## config.mk

```make
export PLATFORM = sky130hd
export DESIGN_NAME = is_dispatch_queue
export DESIGN_NICKNAME = d
export VERILOG_FILES = /design/src/rtl/is_dispatch_queue.sv
export SDC_FILE = /design/constraint.sdc
export NUM_CORES = 1
export LEC_CHECK = 0
export BUFFER_PORTS_ARGS = -buffer_cell sky130_fd_sc_hd__buf_4
export CAP_MARGIN = 20
export CORE_ASPECT_RATIO = 1.4
export CORE_MARGIN = 2
export CORE_UTILIZATION = 39
export DETAILED_ROUTE_END_ITERATION = 8
export SLEW_MARGIN = 20
export SYNTH_ARGS = -nofsm -noshare
export SYNTH_HDL_FRONTEND = slang
export SYNTH_SLANG_ARGS = --single-unit
```

## constraint.sdc

```tcl
create_clock -name clock -period 15.9 [get_ports clock]
set_input_delay 1.59 -clock clock [delete_from_list [all_inputs] [get_ports clock]]
set_output_delay 1.59 -clock clock [all_outputs]
set_load 0.02 [all_outputs]
```

## src/rtl/is_dispatch_queue.sv

```systemverilog
// -----------------------------------------------------------------------------
// is_dispatch_queue
//   Circular instruction queue between fetch and RS/ROB allocation.
//   Accepts up to WIDTH fetched instructions per cycle and dispatches up to
//   WIDTH per cycle in strict program order. Dispatch is limited by ROB free
//   slots and by per-class (ALU / ACU load-store) reservation-station free
//   counts. A dispatched WFI puts the block into a sticky halt.
//
// Ports
//   clock, reset      system clock, synchronous active-high reset
//   flush             empties the queue (branch mispredict); halt is kept
//   in_valid/inst/pc  fetch group, lane k in bits [32k+31:32k]
//   in_ready          a full WIDTH group fits (based on registered count)
//   rob_free_cnt      free ROB entries this cycle
//   rs_free_alu/acu   free RS entries per functional-unit class
//   disp_valid        thermometer-coded dispatch lanes
//   disp_inst/pc      dispatched instruction / PC per lane
//   disp_is_acu       1 = load/store class, 0 = ALU class (valid lanes only)
//   halted            set the cycle after WFI dispatches, held until reset
//   q_count           occupied entries
// -----------------------------------------------------------------------------
module is_dispatch_queue #(
    parameter int WIDTH = 2,
    parameter int DEPTH = 8,
    parameter int CNT_W = 4
) (
    input  logic                      clock,
    input  logic                      reset,
    input  logic                      flush,
    input  logic [WIDTH-1:0]          in_valid,
    input  logic [WIDTH*32-1:0]       in_inst,
    input  logic [WIDTH*32-1:0]       in_pc,
    output logic                      in_ready,
    input  logic [CNT_W-1:0]          rob_free_cnt,
    input  logic [CNT_W-1:0]          rs_free_alu,
    input  logic [CNT_W-1:0]          rs_free_acu,
    output logic [WIDTH-1:0]          disp_valid,
    output logic [WIDTH*32-1:0]       disp_inst,
    output logic [WIDTH*32-1:0]       disp_pc,
    output logic [WIDTH-1:0]          disp_is_acu,
    output logic                      halted,
    output logic [$clog2(DEPTH):0]    q_count
);

    localparam int PTR_W = $clog2(DEPTH);
    localparam int QW    = PTR_W + 1;

    localparam logic [QW-1:0] DEPTH_Q   = QW'(DEPTH);
    localparam logic [QW-1:0] WIDTH_Q   = QW'(WIDTH);
    localparam logic [31:0]   WFI_INST  = 32'h1050_0073;
    localparam logic [6:0]    OPC_LOAD  = 7'b000_0011;
    localparam logic [6:0]    OPC_STORE = 7'b010_0011;

    // Load/store opcodes go to the ACU; everything else (including WFI) is ALU.
    function automatic logic f_is_acu(input logic [31:0] inst);
        return (inst[6:0] == OPC_LOAD) || (inst[6:0] == OPC_STORE);
    endfunction

    function automatic logic [QW-1:0] f_popcount(input logic [WIDTH-1:0] vec);
        logic [QW-1:0] cnt;
        cnt = {QW{1'b0}};
        for (int i = 0; i < WIDTH; i++) begin
            cnt = cnt + QW'(vec[i]);
        end
        return cnt;
    endfunction

    // Queue storage and control state
    logic [31:0]       r_inst [DEPTH];
    logic [31:0]       r_pc   [DEPTH];
    logic [PTR_W-1:0]  r_head;
    logic [PTR_W-1:0]  r_tail;
    logic [QW-1:0]     r_count;
    logic              r_halted;

    // Combinational signals
    logic [WIDTH-1:0]    w_disp_valid;
    logic [WIDTH*32-1:0] w_disp_inst;
    logic [WIDTH*32-1:0] w_disp_pc;
    logic [WIDTH-1:0]    w_disp_is_acu;
    logic                w_wfi_fire;
    logic                w_in_ready;
    logic                w_enq_fire;
    logic [QW-1:0]       w_enq_add;
    logic [QW-1:0]       w_deq_num;
    logic [PTR_W-1:0]    w_wr_idx [WIDTH];

    // Acceptance uses only the registered count: same-cycle dispatch frees nothing.
    assign w_in_ready = ((DEPTH_Q - r_count) >= WIDTH_Q);
    assign w_enq_fire = (|in_valid) && w_in_ready && !flush && !reset;
    assign w_enq_add  = w_enq_fire ? f_popcount(in_valid) : {QW{1'b0}};
    assign w_deq_num  = f_popcount(w_disp_valid);

    // In-order dispatch selection: first failing candidate blocks all later lanes.
    always_comb begin : p_dispatch
        logic             v_blocked;
        logic [CNT_W-1:0] v_alu_used;
        logic [CNT_W-1:0] v_acu_used;
        logic [PTR_W-1:0] v_idx;
        logic [31:0]      v_inst;
        logic             v_acu_cls;
        logic             v_is_wfi;
        logic             v_class_ok;
        logic             v_ok;
        w_disp_valid  = {WIDTH{1'b0}};
        w_disp_inst   = {(WIDTH*32){1'b0}};
        w_disp_pc     = {(WIDTH*32){1'b0}};
        w_disp_is_acu = {WIDTH{1'b0}};
        w_wfi_fire    = 1'b0;
        v_blocked     = reset || flush || r_halted;
        v_alu_used    = {CNT_W{1'b0}};
        v_acu_used    = {CNT_W{1'b0}};
        v_idx         = {PTR_W{1'b0}};
        v_inst        = 32'h0000_0000;
        v_acu_cls     = 1'b0;
        v_is_wfi      = 1'b0;
        v_class_ok    = 1'b0;
        v_ok          = 1'b0;
        for (int k = 0; k < WIDTH; k++) begin
            v_idx     = r_head + PTR_W'(k);
            v_inst    = r_inst[v_idx];
            v_acu_cls = f_is_acu(v_inst);
            v_is_wfi  = (v_inst == WFI_INST);
            w_disp_inst[32*k +: 32] = v_inst;
            w_disp_pc[32*k +: 32]   = r_pc[v_idx];
            if (v_acu_cls) begin
                v_class_ok = (rs_free_acu > v_acu_used);
            end else begin
                v_class_ok = (rs_free_alu > v_alu_used);
            end
            // WFI may only go out alone in lane 0.
            v_ok = !v_blocked
                && (QW'(k) < r_count)
                && (rob_free_cnt > CNT_W'(k))
                && v_class_ok
                && !(v_is_wfi && (k != 0));
            if (v_ok) begin
                w_disp_valid[k]  = 1'b1;
                w_disp_is_acu[k] = v_acu_cls;
                if (v_acu_cls) begin
                    v_acu_used = v_acu_used + CNT_W'(1);
                end else begin
                    v_alu_used = v_alu_used + CNT_W'(1);
                end
                if (v_is_wfi) begin
                    w_wfi_fire = 1'b1;
                    v_blocked  = 1'b1;
                end else begin
                    v_blocked  = v_blocked;
                end
            end else begin
                v_blocked = 1'b1;
            end
        end
    end

    // Write slot per lane: valid lanes are compacted in lane order from tail.
    always_comb begin : p_wr_idx
        logic [PTR_W-1:0] v_off;
        v_off = {PTR_W{1'b0}};
        for (int k = 0; k < WIDTH; k++) begin
            w_wr_idx[k] = r_tail + v_off;
            if (in_valid[k]) begin
                v_off = v_off + PTR_W'(1);
            end else begin
                v_off = v_off;
            end
        end
    end

    // Queue payload storage; contents are don't-care outside head..tail.
    always_ff @(posedge clock) begin
        for (int k = 0; k < WIDTH; k++) begin
            if (w_enq_fire && in_valid[k]) begin
                r_inst[w_wr_idx[k]] <= in_inst[32*k +: 32];
                r_pc[w_wr_idx[k]]   <= in_pc[32*k +: 32];
            end
        end
    end

    // Pointer, occupancy and halt state; flush clears the queue but keeps halt.
    always_ff @(posedge clock) begin
        if (reset) begin
            r_head   <= {PTR_W{1'b0}};
            r_tail   <= {PTR_W{1'b0}};
            r_count  <= {QW{1'b0}};
            r_halted <= 1'b0;
        end else if (flush) begin
            r_head   <= {PTR_W{1'b0}};
            r_tail   <= {PTR_W{1'b0}};
            r_count  <= {QW{1'b0}};
        end else begin
            r_head  <= r_head + w_deq_num[PTR_W-1:0];
            r_tail  <= r_tail + w_enq_add[PTR_W-1:0];
            r_count <= r_count + w_enq_add - w_deq_num;
            if (w_wfi_fire) begin
                r_halted <= 1'b1;
            end
        end
    end

    assign in_ready    = w_in_ready;
    assign disp_valid  = w_disp_valid;
    assign disp_inst   = w_disp_inst;
    assign disp_pc     = w_disp_pc;
    assign disp_is_acu = w_disp_is_acu;
    assign halted      = r_halted;
    assign q_count     = r_count;

endmodule

```

# Word level (Yosys, flattened, before mapping)

Memories as Yosys holds them, arrays and structs flattened. A register that Yosys moved wholly into a read port is not among the register bits.
Index checks and enable logic that the tools add are counted.

Register bits: 11
RAM bits: 512
Bits of input ports: 145
Memories kept: 2

Memory list:

| name   | depth | bits a word | read ports | clocked after Yosys merged registers in | write ports | line | source |
|---|---|---|---|---|---|---|---|
| r_inst | 8     | 32          | 2          | 1                                       | 2           | 69   | `logic [31:0] r_inst [DEPTH];` |
| r_pc   | 8     | 32          | 2          | 1                                       | 2           | 70   | `logic [31:0] r_pc [DEPTH];` |

Add/sub/neg operators: 9
$lt $le $gt $ge: 9
Equality and inequality tests: 6
Muxes and demuxes: 24
Bitwise gates (word level): 1
Reduce and logical (&&, ||, !) cells: 24

Operators with widths:

| operator                                                           | count |
|---|---|
| == test 32 x 29 -> 1 bit (second input constant)                   | 2 |
| 2-to-1 mux 1 bit                                                   | 21 |
| greater-than comparator 4 x 1 -> 1 bit (second input constant)     | 4 |
| == test 7 x 2 -> 1 bit (second input constant)                     | 2 |
| == test 7 x 6 -> 1 bit (second input constant)                     | 2 |
| logical AND 1 bit                                                  | 12 |
| greater-than comparator 4 bit                                      | 2 |
| < comparator 1 x 4 -> 1 bit (first input constant)                 | 2 |
| adder 3 x 2 -> 3 bit                                               | 2 |
| 2-to-1 mux 3 bit                                                   | 2 |
| zero test 1 bit                                                    | 5 |
| adder 1 x 1 -> 2 bit                                               | 2 |
| adder 4 x 2 -> 4 bit                                               | 1 |
| greater-or-equal comparator 4 x 2 -> 1 bit (second input constant) | 1 |
| logical OR 1 bit                                                   | 4 |
| OR reduction 2 bit                                                 | 2 |
| subtractor 4 x 2 -> 4 bit                                          | 1 |
| subtractor 4 bit (first input constant)                            | 1 |
| adder 3 x 1 -> 3 bit (second input constant)                       | 1 |
| adder 3 bit                                                        | 1 |
| 2-to-1 mux 2 bit                                                   | 1 |
| AND reduction 2 bit                                                | 1 |
| inverter 1 bit                                                     | 1 |

# Depth between registers and ports, before layout

Word-level depth: 16
Depth in mapped cells: 22
Mapped depth without buffers: 17

# Least setup slack after synthesis

Ideal clock, no wire load.

Kind: in2reg
Start: in flush
End: mem r_inst[2][0] (enable)
Data arrival time: 7.312 ns
Setup slack: 8.003 ns
Stages: 5
Path buffers: 1
Cells stage by stage: or2_2 clkbuf_1 nor3_2 nand3_1 o32ai_1

RTL lines:

| element     | line | source |
|---|---|---|
| from (decl) | 29   | `input logic flush,` |
| to (decl)   | 69   |  |

# Worst setup path in the final report

Start: reg r_head[0]
End: out disp_valid[1]

Cells in the longest elaborated chain, start to end: 8
Elaborated cells on any way between the ends: 11

RTL lines:

| element                                                                 | line | source |
|---|---|---|
| from (decl)                                                             | 71   | `logic [PTR_W-1:0] r_head;` |
| from (signal assigned)                                                  | 184  | `r_head <= {PTR_W{1'b0}};` |
| from (signal assigned)                                                  | 189  | `r_head <= {PTR_W{1'b0}};` |
| from (signal assigned)                                                  | 193  | `r_head <= r_head + w_deq_num[PTR_W-1:0];` |
| adder 3 x 1 -> 3 bit (*)                                                | 120  | `v_idx = r_head + PTR_W'(k);` |
| memory read (8 x 32 bit) (*)                                            | --   |  |
| == test 7 x 2 -> 1 bit / == test 7 x 6 -> 1 bit (equally long branches) | 56   | `return (inst[6:0] == OPC_LOAD) \|\| (inst[6:0] == OPC_STORE);` |
| logical OR 1 bit                                                        | 56   |  |
| 2-to-1 mux 1 bit                                                        | 126  | `if (v_acu_cls) begin` |
| logical AND 1 bit                                                       | 135  | `&& v_class_ok` |
| logical AND 1 bit (*)                                                   | 136  | `&& !(v_is_wfi && (k != 0));` |
| 2-to-1 mux 1 bit (*)                                                    | 137  | `if (v_ok) begin` |
| to (decl)                                                               | 37   | `output logic [WIDTH-1:0] disp_valid,` |

Mark *: on every way between the ends. The rest lies on a longest branch, timed or not.

==> out/qor.csv <==
stage,metric,value,unit
yosys,syn nets,2025,
worst_setup_path,slowest CP cell,dfxtp_4,
drt,Routed WL per cell,30.5,µm
global_routing,initial antenna violation count,15,
global_routing,first-pass GRT wire length,142000,µm
worst_setup_path,worst endpoint required time,14310,ps
yosys,Post-synth top cells,"mux2_2 (592), edfxtp_1 (512), mux4_2 (224)",
global_routing,grt total ovfl,0,
yosys,"EDFF count, synth",512,
place,routability cong.,0.798,
power_and_ir_drop,P_leak,11.6,nW
sta,max-slew headroom at the worst pin,27.3,%
global_routing,largest net degree at the start of global routing,111,
sta,"Setup violations, final",0,
clock_tree,setup bufs post-CTS,0,
power_and_ir_drop,P_sw,837,µW
worst_setup_path,endpoint class of the critical path,output pin,
power_and_ir_drop,internal power,2.46,mW
drt,initial DRC count,1289,
worst_setup_path,type of element launching the critical path,flip-flop,
die,chip width,241,µm
yosys,post-synthesis sequential area ratio,50.9,%
yosys,Ys Warns,0,
sta,Worst Skew,22.3,ps
clock_tree,clk sinks,523,
clock_tree,CTS Hold Bufs,0,
sta,Pins Over Slew Limit,0,
drt,drt total wl,97700,µm
yosys,Mapped Area,0.0306,mm²
die,Site Rows,121,
place,placed cell area,0.0339,mm²
drt,first-pass detailed-route iteration total,4,
final_layout,layout cells sized above 1,58.0,%
global_routing,vias in the first global route,20500,
final_layout,Nets,2269,
sta,Tmin final,7660,ps
hold_path,Hold Path Depth,2,
clock_tree,Clock Tree Root,clkbuf_16,
die,die height,336,µm
clock_tree,H-tree Lvls,2,
sta,period utilization,48.2,%
power_and_ir_drop,Net Sw Frac,25.4,%
final_layout,"Area growth, synth to finish",16.3,%
worst_setup_path,crit-path max cell delay,930,ps
die,Core ar.,0.0778,mm²
power_and_ir_drop,register share of total power,47.1,%
drt,Residual DRC,0,
worst_setup_path,stages on the worst setup path,11,
worst_setup_path,CP Cell Sequence,"buf_4, buf_12, mux4_1, mux2_2, nand4bb_1, nor4_1, ha_1, o21ai_0, mux2_2, and3_1, buf_4",
power_and_ir_drop,Worst IR Drop VDD,0.0000963,V
sta,Slew @ Worst Pin,1090,ps
yosys,Synth Area per Inst,16.5,µm²
sta,fmax,131,MHz
yosys,Area contributors post-synth,"edfxtp_1 (50%), mux2_2 (22%), mux4_2 (16%)",
clock_tree,worst-skew pair later-pin latency,620,ps
yosys,Yosys top cell area share,50.2,%
drt,Vias per Instance,5.96,
yosys,Netlist cell types,56,
worst_setup_path,Setup CP Type,flip-flop to output pin,
clock_tree,post-CTS sizing,0,
power_and_ir_drop,Pwr Density,92.6,mW/mm²
yosys,"FFs w/ async S/R, synth",0,%
final_layout,fin area,0.0357,mm²
place,I/O Buffers,282,
clock_tree,clock-pin slew on the worst setup and hold paths,60,ps
die,die area,0.0809,mm²
sta,RSZ-0062 raised after global routing,false,
yosys,Synth Instances,1859,
sta,Fin. Hold Viols,0,
worst_setup_path,Critical Path AT,6070,ps
place,DP HPWL,58300,µm
die,Initial Utilization,39.4,%
sta,Setup TNS Final,0,ps
final_layout,fillers,6928,
final_layout,Non-Filler Instances,3200,
hold_path,Hold Path Class,flip-flop to flip-flop,
yosys,"area leader, netlist",edfxtp_1,
yosys,#FFs+latches synth,523,
global_routing,total global-route track usage,24.1,%
yosys,"Top FF cell, synth",edfxtp_1,
worst_setup_path,CP Buf/Inv Count,3,
worst_setup_path,top cell family by delay on the critical path,buffers and inverters,
die,Ports,283,
clock_tree,Max clock buf depth,3,
power_and_ir_drop,Logic pwr share,15.3,%
drt,vias post-DR,19100,
power_and_ir_drop,clock power share,37.6,%
yosys,top-count cell post-synth,mux2_2,
final_layout,FF+latch area,0.0156,mm²
run_status,status,completed,
clock_tree,CTS tree,done,
place,placed cell count,3088,
clock_tree,TritonCTS Buffers,57,
final_layout,area of the multi-input gates,0.0145,mm²
worst_setup_path,worst reg-to-reg path cell count,18,
worst_setup_path,worst-path maximum fanout,106,
flow_run,total of max-cap violations,0,
drt,Post-DRT Antenna Nets,0,
==> stage by stage <==
stage	total power, mW	util (%)	worst slack [ps]	hold slack (ps)
4_1_cts	3.33	45.8	8220	491
2_1_floorplan	1.89	-	8000	536
5_1_grt	3.41	45.8	7840	518
3_5_place_dp	2.09	43.6	8840	477
3_3_place_gp	2.08	43.6	9010	465
6_report	3.30	45.8	8240	492
==> worst reg2reg max path, cell delays in order, from the launching register on <==
cell and delay (ps):
dfxtp_4 930, buf_4 840, buf_12 560, mux4_1 790, mux2_2 280, nand4bb_1 410
nor4_1 550, ha_1 320, o21ai_0 220, mux2_2 190, and3_1 200, ha_1 230
fa_1 430, inv_1 110, ha_1 240, a21o_1 180, a21oi_1 170, xnor2_1 140
nor2_1 50
==> layout by cell type, fill, tap and decap left out, types with 5 or more instances in the layout <==
cell	count
and2_1	8
buf_4	319
clkbuf_1	7
clkbuf_16	57
clkinv_1	18
clkinv_2	16
dfxtp_1	8
diode_2	8
edfxtp_1	512
ha_1	16
inv_1	21
mux2_2	592
mux2i_1	30
mux4_1	16
mux4_2	224
nand2_1	141
nand3_1	5
nand3b_1	9
nor2_1	15
nor3_1	15
nor3b_1	17
nor4_1	11
==> worst paths after layout <==
check | start | to | slack, ps
hold reg to reg | halted | halted | 490
hold / removal | halted | halted | 490
setup / recovery | r_head[0] | disp_valid[1] | 8240
setup reg to reg | r_head[0] | q_count[3] | 8960
==> metal layers <==
metal / GRT usage [%] / wire length [µm] / share of wire [%]
met3: 4.12 / 5430 / 5.6
met2: 43.6 / 51700 / 53
met5: 0 / 97 / 0.099
met1: 28.6 / 37400 / 38
met4: 8.59 / 3090 / 3.2
==> final cells by class <==
type | instances | area share, %
timing repair buffer | 323 | 6.96
sequential | 523 | 43.8
multi-input combinational | 1177 | 40.6
tap | 1045 | 3.67
clock buffer | 64 | 4.07
clock inverter | 39 | 0.646
antenna | 8 | 0.0561
inverter | 21 | 0.221
==> cell families after synthesis <==
group                    count (synthesis)  share of synthesized area (%)
AO/OA/AOI/OAI                           29                          0.698
XOR/XNOR                                 8                          0.229
adder cells (fa/ha/maj)                 21                          0.955
buffers and inverters                  159                           2.52
flip-flops                             523                           50.9
multiplexers                           862                           40.6
AND/OR/NAND/NOR                        257                           4.16
==> sequential cells by signal, indices dropped and copies added, names as in the netlist <==
name / flops
r_tail: 3
q_count: 4
halted: 1
r_head: 3
r_inst: 256
r_pc: 256
==> power by group through the flow <==
| stage | Sequential (mW) | Combinational [mW] | Clock [mW] |
|---|---|---|---|
| 6_report | 1.55 | 0.505 | 1.24 |
| 5_1_grt | 1.56 | 0.541 | 1.32 |
| 4_1_cts | 1.55 | 0.509 | 1.27 |
| 3_5_place_dp | 1.58 | 0.507 | 0 |
| 3_3_place_gp | 1.58 | 0.500 | 0 |
| 2_1_floorplan | 1.58 | 0.312 | 0 |
Note: power is estimated with default switching activity, not from simulation.
